<file path="src/rtl/spi_master.sv">
// SPI master: one transfer of up to 32 bits per start pulse, with programmable
// sclk half-period, byte count, CPOL and CPHA. Config and data are latched at start.
module spi_master (
    input  logic        clk,
    input  logic        rst_n,
    input  logic        start,
    input  logic [31:0] ctrl_reg,
    input  logic [31:0] din,
    output logic [31:0] dout,
    output logic [31:0] status_reg,
    output logic        sclk,
    output logic        mosi,
    input  logic        miso,
    output logic        csn
);

    localparam logic [31:0] CFG_RESET = 32'h0000_020A;

    typedef enum logic [1:0] {IDLE, LEAD, SHIFT, TRAIL} state_t;

    state_t      state;
    logic [31:0] cfg;
    logic [31:0] tx_sh;
    logic [31:0] rx_sh;
    logic [7:0]  div_cnt;
    logic [5:0]  bit_cnt;
    logic        phase;
    logic        busy;
    logic        done;

    function automatic logic [7:0] eff_h(input logic [31:0] c);
        return (c[7:0] == 8'd0) ? 8'd1 : c[7:0];
    endfunction

    function automatic logic [5:0] eff_bits(input logic [31:0] c);
        if (c[15:8] == 8'd0 || c[15:8] > 8'd4)
            return 6'd32;
        return {c[10:8], 3'b000};
    endfunction

    logic [7:0]  h_last;
    logic [5:0]  bits_last;
    logic        cpol;
    logic        cpha;
    logic [31:0] start_aligned;

    assign h_last    = eff_h(cfg) - 8'd1;
    assign bits_last = eff_bits(cfg) - 6'd1;
    assign cpol      = cfg[16];
    assign cpha      = cfg[17];
    // Left-align the outgoing word so the first bit to send is always bit 31.
    assign start_aligned = din << (6'd32 - eff_bits(ctrl_reg));

    assign status_reg = {30'd0, done, busy};

    always_ff @(posedge clk or negedge rst_n) begin
        if (!rst_n) begin
            state   <= IDLE;
            cfg     <= CFG_RESET;
            tx_sh   <= '0;
            rx_sh   <= '0;
            div_cnt <= '0;
            bit_cnt <= '0;
            phase   <= 1'b0;
            busy    <= 1'b0;
            done    <= 1'b0;
            dout    <= '0;
            sclk    <= 1'b0;
            mosi    <= 1'b0;
            csn     <= 1'b1;
        end else begin
            // NOTE: all state here uses <= so every branch reads pre-edge values.
            case (state)
                IDLE: begin
                    sclk <= cpol;
                    mosi <= 1'b0;
                    csn  <= 1'b1;
                    if (start) begin
                        cfg     <= ctrl_reg;
                        tx_sh   <= ctrl_reg[17] ? start_aligned : (start_aligned << 1);
                        mosi    <= ctrl_reg[17] ? 1'b0 : start_aligned[31];
                        rx_sh   <= '0;
                        div_cnt <= '0;
                        bit_cnt <= '0;
                        phase   <= 1'b0;
                        busy    <= 1'b1;
                        done    <= 1'b0;
                        csn     <= 1'b0;
                        sclk    <= ctrl_reg[16];
                        state   <= LEAD;
                    end
                end

                LEAD: begin
                    if (div_cnt == h_last) begin
                        div_cnt <= '0;
                        state   <= SHIFT;
                    end else begin
                        div_cnt <= div_cnt + 8'd1;
                    end
                end

                SHIFT: begin
                    if (div_cnt == h_last) begin
                        div_cnt <= '0;
                        sclk    <= ~sclk;
                        phase   <= ~phase;
                        if (!phase) begin
                            if (cpha) begin
                                mosi  <= tx_sh[31];
                                tx_sh <= tx_sh << 1;
                            end else begin
                                rx_sh <= {rx_sh[30:0], miso};
                            end
                        end else begin
                            if (cpha) begin
                                rx_sh <= {rx_sh[30:0], miso};
                            end else if (bit_cnt != bits_last) begin
                                mosi  <= tx_sh[31];
                                tx_sh <= tx_sh << 1;
                            end
                            if (bit_cnt == bits_last)
                                state <= TRAIL;
                            else
                                bit_cnt <= bit_cnt + 6'd1;
                        end
                    end else begin
                        div_cnt <= div_cnt + 8'd1;
                    end
                end

                TRAIL: begin
                    if (div_cnt == h_last) begin
                        div_cnt <= '0;
                        state   <= IDLE;
                        csn     <= 1'b1;
                        mosi    <= 1'b0;
                        busy    <= 1'b0;
                        done    <= 1'b1;
                        dout    <= rx_sh;
                    end else begin
                        div_cnt <= div_cnt + 8'd1;
                    end
                end

                default: state <= IDLE;
            endcase
        end
    end

endmodule

</file>
<file path="config.mk">
export PLATFORM = sky130hd
export DESIGN_NAME = spi_master
export DESIGN_NICKNAME = d
export VERILOG_FILES = /design/src/rtl/spi_master.sv
export SDC_FILE = /design/constraint.sdc
export NUM_CORES = 1
export LEC_CHECK = 0
export ABC_AREA = 1
export CORE_ASPECT_RATIO = 0.9
export CORE_UTILIZATION = 40
export DETAILED_ROUTE_END_ITERATION = 10
export HOLD_SLACK_MARGIN = 0.08
export PLACE_DENSITY = 0.65
export SLEW_MARGIN = 30
export SYNTH_ARGS = -nofsm -noshare
export SYNTH_HDL_FRONTEND = slang
export SYNTH_SLANG_ARGS = --single-unit
</file>
<file path="constraint.sdc">
create_clock -name clk -period 4.49 [get_ports clk]
set_input_delay 0.898 -clock clk [delete_from_list [all_inputs] [get_ports clk]]
set_output_delay 0.898 -clock clk [all_outputs]
set_load 0.05 [all_outputs]
</file>
==> results of run 1 <==
==> worst max path at each step <==
stage / start / end / slack (ns)
after global placement: ctrl_reg[12] / tx_sh[4] / 0.88
after global routing: cfg[4] / tx_sh[6] / 0.85
after CTS: cfg[2] / tx_sh[6] / 1.12
after detailed placement: ctrl_reg[12] / tx_sh[4] / 0.87
after floorplan: ctrl_reg[12] / tx_sh[28] / 1.46
final: cfg[4] / tx_sh[6] / 1.16
==> tightest hold or removal path, stage by stage, from the launching register on <==
cell and delay (ns):
dfrtp_1 0.34, nand2_1 0.05, nand2_1 0.04
==> power by group <==
group | total [mW] | internal, mW | switching, mW
Combinational | 2.02 | 0.627 | 1.40
Sequential | 1.71 | 1.53 | 0.185
Clock | 1.49 | 0.962 | 0.530
==> cell families (layout without fill, tap and decap cells) <==
logic type                 Yosys count  count (layout)  share of synthesized area [%]
buffers and inverters              179             230                          11.10
xor gates and xnor gates            14              14                          1.580
and+or+nand+nor                    570             570                          30.96
other                                1              30                        0.04833
DFF                                136             136                          43.93
adders and majority gates           10              10                          1.613
muxes                                3               3                         0.4354
AOI/OAI and AO/OA                  154             154                          10.34
==> flip-flops by register name, summed over array words and instances (netlist names), 2 cells and up <==
register and cells:
state 2, tx_sh 32, bit_cnt 6, div_cnt 8
dout 32, cfg 18, rx_sh 32
==> area by class of cell <==
cell class,count,area (um^2)
Clock buffer,22,464.2
Timing Repair Buffer,101,988.4
Inverter,97,364.1
Fill cell,1841,9392
Multi-Input combinational cell,781,3611
Clock inverter,10,166.4
Tap cell,245,306.5
Sequential cell,136,3408
==> stage by stage <==
stage / instances / setup WS [ns] / instance area [um^2]
floorplan: 1096 / 1.463 / 7868
global placement: 1360 / 0.8774 / 8670
detailed placement: 1360 / 0.8730 / 8678
CTS: 1392 / 1.124 / 9309
global route: 1392 / 0.8454 / 9309
finish: 1392 / 1.160 / 9309
==> cell usage after synthesis <==
cell type	n
mux2_2	3
buf_4	33
nand3b_1	2
inv_2	6
nand4_1	9
nand3_2	1
conb_1	1
a31oi_1	1
clkbuf_1	25
buf_2	16
nor3_1	7
xor2_1	9
or2_0	2
nor2_2	2
nand2_1	371
nand2_4	3
o211ai_1	3
inv_1	89
o22a_1	1
nor2_4	2
nor2_1	52
dfrtp_1	132
buf_1	2
clkinv_1	2
a21oi_1	26
nand3_1	102
buf_6	6
dfstp_2	4
nand2_2	6
and2_1	5
o21ai_1	40
o21bai_1	1
o22ai_1	4
xnor2_1	5
or2_2	6
a21oi_4	1
o21ai_0	77
ha_1	10
==> per-layer routing <==
metal / track usage (%) / part of all wire (%) / up-vias
met1: 24.58 / 48 / 3069
met3: 3.503 / 3.9 / 21
li1: - / - / 3477
met2: 31.72 / 47 / 137
met4: 7.370 / 1.4 / 0
met5: 0 / 0 / -
==> flow_summary.toml, run 1 <==
[run_status]
status = "finished, final reports clean"

[worst_setup_path]
cp_max_fo = 35
path_class = "reg -> reg"
crit_slowest_cell = "dfrtp_1"
cpMostUsedCell = "nand2_1"
cp.depth = 19
cp_cell_sequence = "inv_2 -> nand2_1 -> nor2_4 -> nand2_4 -> nand2_2 -> inv_1 -> ha_1 -> inv_1 -> nand2_1 -> nand2_1 -> xor2_1 -> nand3_1 -> nor2_4 -> nand2_2 -> a21oi_4 -> buf_4 -> nand2_4 -> nand2_1 -> nand2_1"
crit_required_ns = 4.79
rrSetupSlack_ns = 1.16
path_buf_inv = 4
worstReg2RegStart = "cfg[4]"
rr_worst_depth = 19
slowest_delay_ns = 0.43
crit-reg2reg-capture = "tx_sh[6]"
end_kind = "flip-flop"
path_delay_family = "simple AND/OR/NAND/NOR gates"
critPathLaunchType = "flip-flop"
worstPathArrival_ns = 3.63

[yosys]
ys_ff_latch = 136
yosysSeqAreaShare_pct = 43.93
netlist_area_um2 = 7759
yosysTopAreaCell = "dfrtp_1"
netlist.area_leader.share_pct = 42.57
ys_types = 38
yosys-top-cells-area = "dfrtp_1, nand2_1, nand3_1, o21ai_0, inv_1"
yosysWarnings = 0
syn_avg_cell_area_um2 = 7.272
syn_inst = 1067

[sta]
min_period_ns = 3.330
maxSlewHeadroom_pct = 46.35
slew_viol_final = 0
maxClockFrequency_ghz = 0.3003
final-setup-viol-count = 0
hold_ws_ns = 0.4694
tns_ns = 0
rsz0062_at_grt = "no"
hold_viol_final = 0
period_share_pct = 74.16
finClkSkew_ns = 0.009700
worstMarginPinSlew_ns = 0.8047

[pwr]
finalPower_mw = 5.227
leakage_nw = 4.374
max-vdd-ir-drop_mv = 0.5376
powerDensity_nw_per_um2 = 561.5

[min_path]
min_to = "tx_sh[7]"
hp-start = "tx_sh[7]"
min_path_type = "reg -> reg"
worstHoldPathCells = 2

[detailed_routing]
drc = 0
ant_nets = 0
wire_per_inst_um = 12.79
vias = 6704
avgViaCountPerCell = 4.816
routed_wl_mm = 17.80
drtPass1Iterations = 5
drt_iter0_markers = 420

[placement]
gp_congestion = 0.8423
hpwl_mm = 12.03
port_buffers = 90

[job]
drv.max_cap_violation_count = 0

[clocking]
cts-resized-gates = 0
clock_path_buffers = 2
htree_levels = 4
cts_tree = "done"
cts_hold_buf = 0
clock-sinks = 136
path_clk_slew_ns = 0.06
root_buffer = "clkbuf_16"
worstSkewPairLatency_ns = 0.42
post-cts-setup-buffers = 0
cts_buffers = 17

[final_layout]
syn2layout_area_growth_pct = 19.98
post-route-util_pct = 49.78
nets = 1212
layout-drive-gt1-share_pct = 6.713
final_cell_mix = "nand2_1, dfrtp_1, nand3_1"
antenna_cells = 0
layout_commonest_cell = "nand2_1"

[grt]
overflow = 0
grt_pass1_vias = 6428
grt_max_degree = 109
track_usage_pct = 19.07
grt_pass1_wl_mm = 30.39
antenna_found_initial = 0

[die]
ioPinCount = 135
die-area_um2 = 19960
initial_core_util_pct = 41.49
die_y_um = 134.1
row_count = 47
coreArea_um2 = 18700
die_x_um = 148.8
Power figures use the tool's default switching activity.
==> run 2, diff against run 1 <==
PLACE_DENSITY = 0.68   (was 0.65)
clock period = 3 ns   (was 4.49 ns; I/O delays follow)
==> run 2 against run 1 <==
- sequential power rose by 50%
- critical endpoint is now tx_sh[26]
- global-route usage up 0.24 points
- fmax up 19%
==> flow_summary.toml, run 2 (synthesis gave the netlist of run 1 again) <==
[grt]
grt_pass1_vias = 6599
grt_max_degree = 65
grt_pass1_wl_mm = 31.08
overflow = 0
antenna_found_initial = 0
track_usage_pct = 19.31

[worst_setup_path]
crit_required_ns = 3.31
path_class = "reg -> reg"
critPathLaunchType = "flip-flop"
end_kind = "flip-flop"
worstPathArrival_ns = 3.11
cp_max_fo = 16

[sta]
finClkSkew_ns = 0.01447
final-setup-viol-count = 0
min_period_ns = 2.805
worst_slack_ns = 0.1949
maxSlewHeadroom_pct = 63.28
period_share_pct = 93.50
maxClockFrequency_ghz = 0.3565
slew_viol_final = 0
hold_viol_final = 0
hold_ws_ns = 0.1109
rsz0062_at_grt = "yes"
worstMarginPinSlew_ns = 0.5491

[final_layout]
final_cell_mix = "nand2_1, dfrtp_1, nand3_1"
antenna_cells = 0
nets = 1234
syn2layout_area_growth_pct = 23.71
layout_commonest_cell = "nand2_1"
layout-drive-gt1-share_pct = 8.725
post-route-util_pct = 51.32
design_area_um2 = 9598
reg_top3 = "dout (32), rx_sh (32), tx_sh (32)"

[die]
coreArea_um2 = 18700
die-area_um2 = 19960
row_count = 47
die_y_um = 134.1
initial_core_util_pct = 41.49
ioPinCount = 135
die_x_um = 148.8

[min_path]
min_path_type = "in -> async"

[pwr]
powerDensity_nw_per_um2 = 867.3
power_frac_seq_pct = 30.8
finalPower_mw = 8.324
combPwrFrac_pct = 41.7
switchingPower_mw = 3.349
pwr-share-clk_pct = 27.5
max-vdd-ir-drop_mv = 0.5115
intPower_mw = 4.975
switching_share_pct = 40.24
leakage_nw = 4.522

[placement]
detailed_place.area_um2 = 8825
port_buffers = 90
pre_cts_ws_ns = 0.03332
hpwl_mm = 12.41
gp_congestion = 0.8396

[detailed_routing]
wire_per_inst_um = 13.02
drc = 0
ant_nets = 0
avgViaCountPerCell = 4.904
routed_wl_mm = 18.42
drt_iter0_markers = 517
drtPass1Iterations = 5
vias = 6934

[clocking]
clock-sinks = 136
cts_buffers = 17
path_clk_slew_ns = 0.06
cts_tree = "done"
worstSkewPairLatency_ns = 0.43
root_buffer = "clkbuf_16"
cts_hold_buf = 0
clock_path_buffers = 2
htree_levels = 4

[job]
drv.max_cap_violation_count = 0

[run_status]
status = "finished, final reports clean"
-- run 2: changes by cell type in the layout (fill, tap and decap cells not counted), moves of 2 or more --
cell	previous run	this run
nand2_4	4	2
buf_4	11	25
nand2_8	0	2
buf_6	0	3
clkbuf_8	2	4
buf_12	0	4
-- run 2: metal layers --
metal	up-vias	global-route usage, %	wire [um]
li1	3516	-	-
met1	3202	25.67	8541
met2	188	31.15	8590
met3	28	3.844	984
met4	0	7.086	301
met5	-	0	0
-- run 2: area by class of cell --
cell class | count | area, um^2
Fill cell | 1815 | 9102
Multi-Input combinational cell | 782 | 3652
Sequential cell | 136 | 3408
Timing Repair Buffer | 122 | 1217
Clock buffer | 23 | 488.0
Inverter | 97 | 364.1
Tap cell | 245 | 306.5
Clock inverter | 9 | 161.4
-- run 2: power by group through the flow --
stage / logic (mW) / registers (mW) / clock network, mW
floorplan: 2.47 / 2.59 / 0
global placement: 3.11 / 2.58 / 0
detailed placement: 3.18 / 2.59 / 0
CTS: 3.20 / 2.57 / 2.33
global route: 3.90 / 2.62 / 2.41
finish: 3.47 / 2.57 / 2.29
-- run 2: final timing paths --
kind,endpoint,slack [ns],cells after the start,startpoint
min in group clk,tx_sh[3],0.47,2,tx_sh[3]
hold reg to reg,tx_sh[3],0.47,2,tx_sh[3]
setup / recovery,tx_sh[26],0.19,19,cfg[5]
setup reg to reg,tx_sh[26],0.19,19,cfg[5]
max in group asynchronous,cfg[9],2.08,2,rst_n
hold / removal,rx_sh[22],0.11,1,rst_n
-- run 2: timing repair --
action,in CTS,in global routing
buffers inserted,0,6
endpoints found under the setup margin,0,32
resized for setup,0,7
-- run 2: through the flow --
step	TNS (ns)	std cells
6_report	0	1414
4_1_cts	0	1406
5_1_grt	-0.02338	1414
3_5_place_dp	0	1374
2_1_floorplan	0	1096
3_3_place_gp	0	1374
-- run 2: critical path, cell delays in order, from the launching register on --
cell and delay [ns]:
dfrtp_1 0.41, inv_1 0.09, nand2_1 0.10, nor2_4 0.15, nand2_4 0.09, nand2_2 0.09
inv_1 0.05, ha_1 0.25, inv_1 0.08, nand2_1 0.06, nand2_1 0.11, xor2_2 0.19
nand3_2 0.11, nor2_4 0.11, nand2_2 0.12, a21oi_4 0.23, buf_4 0.19, nand2_8 0.11
nand2_1 0.10, nand2_1 0.05
==> run 3, diff against run 2 <==
CAP_MARGIN = 20   (was default)
==> results of run 3 <==
Same layout as run 2: the final DEF is identical, and so are final timing and power.
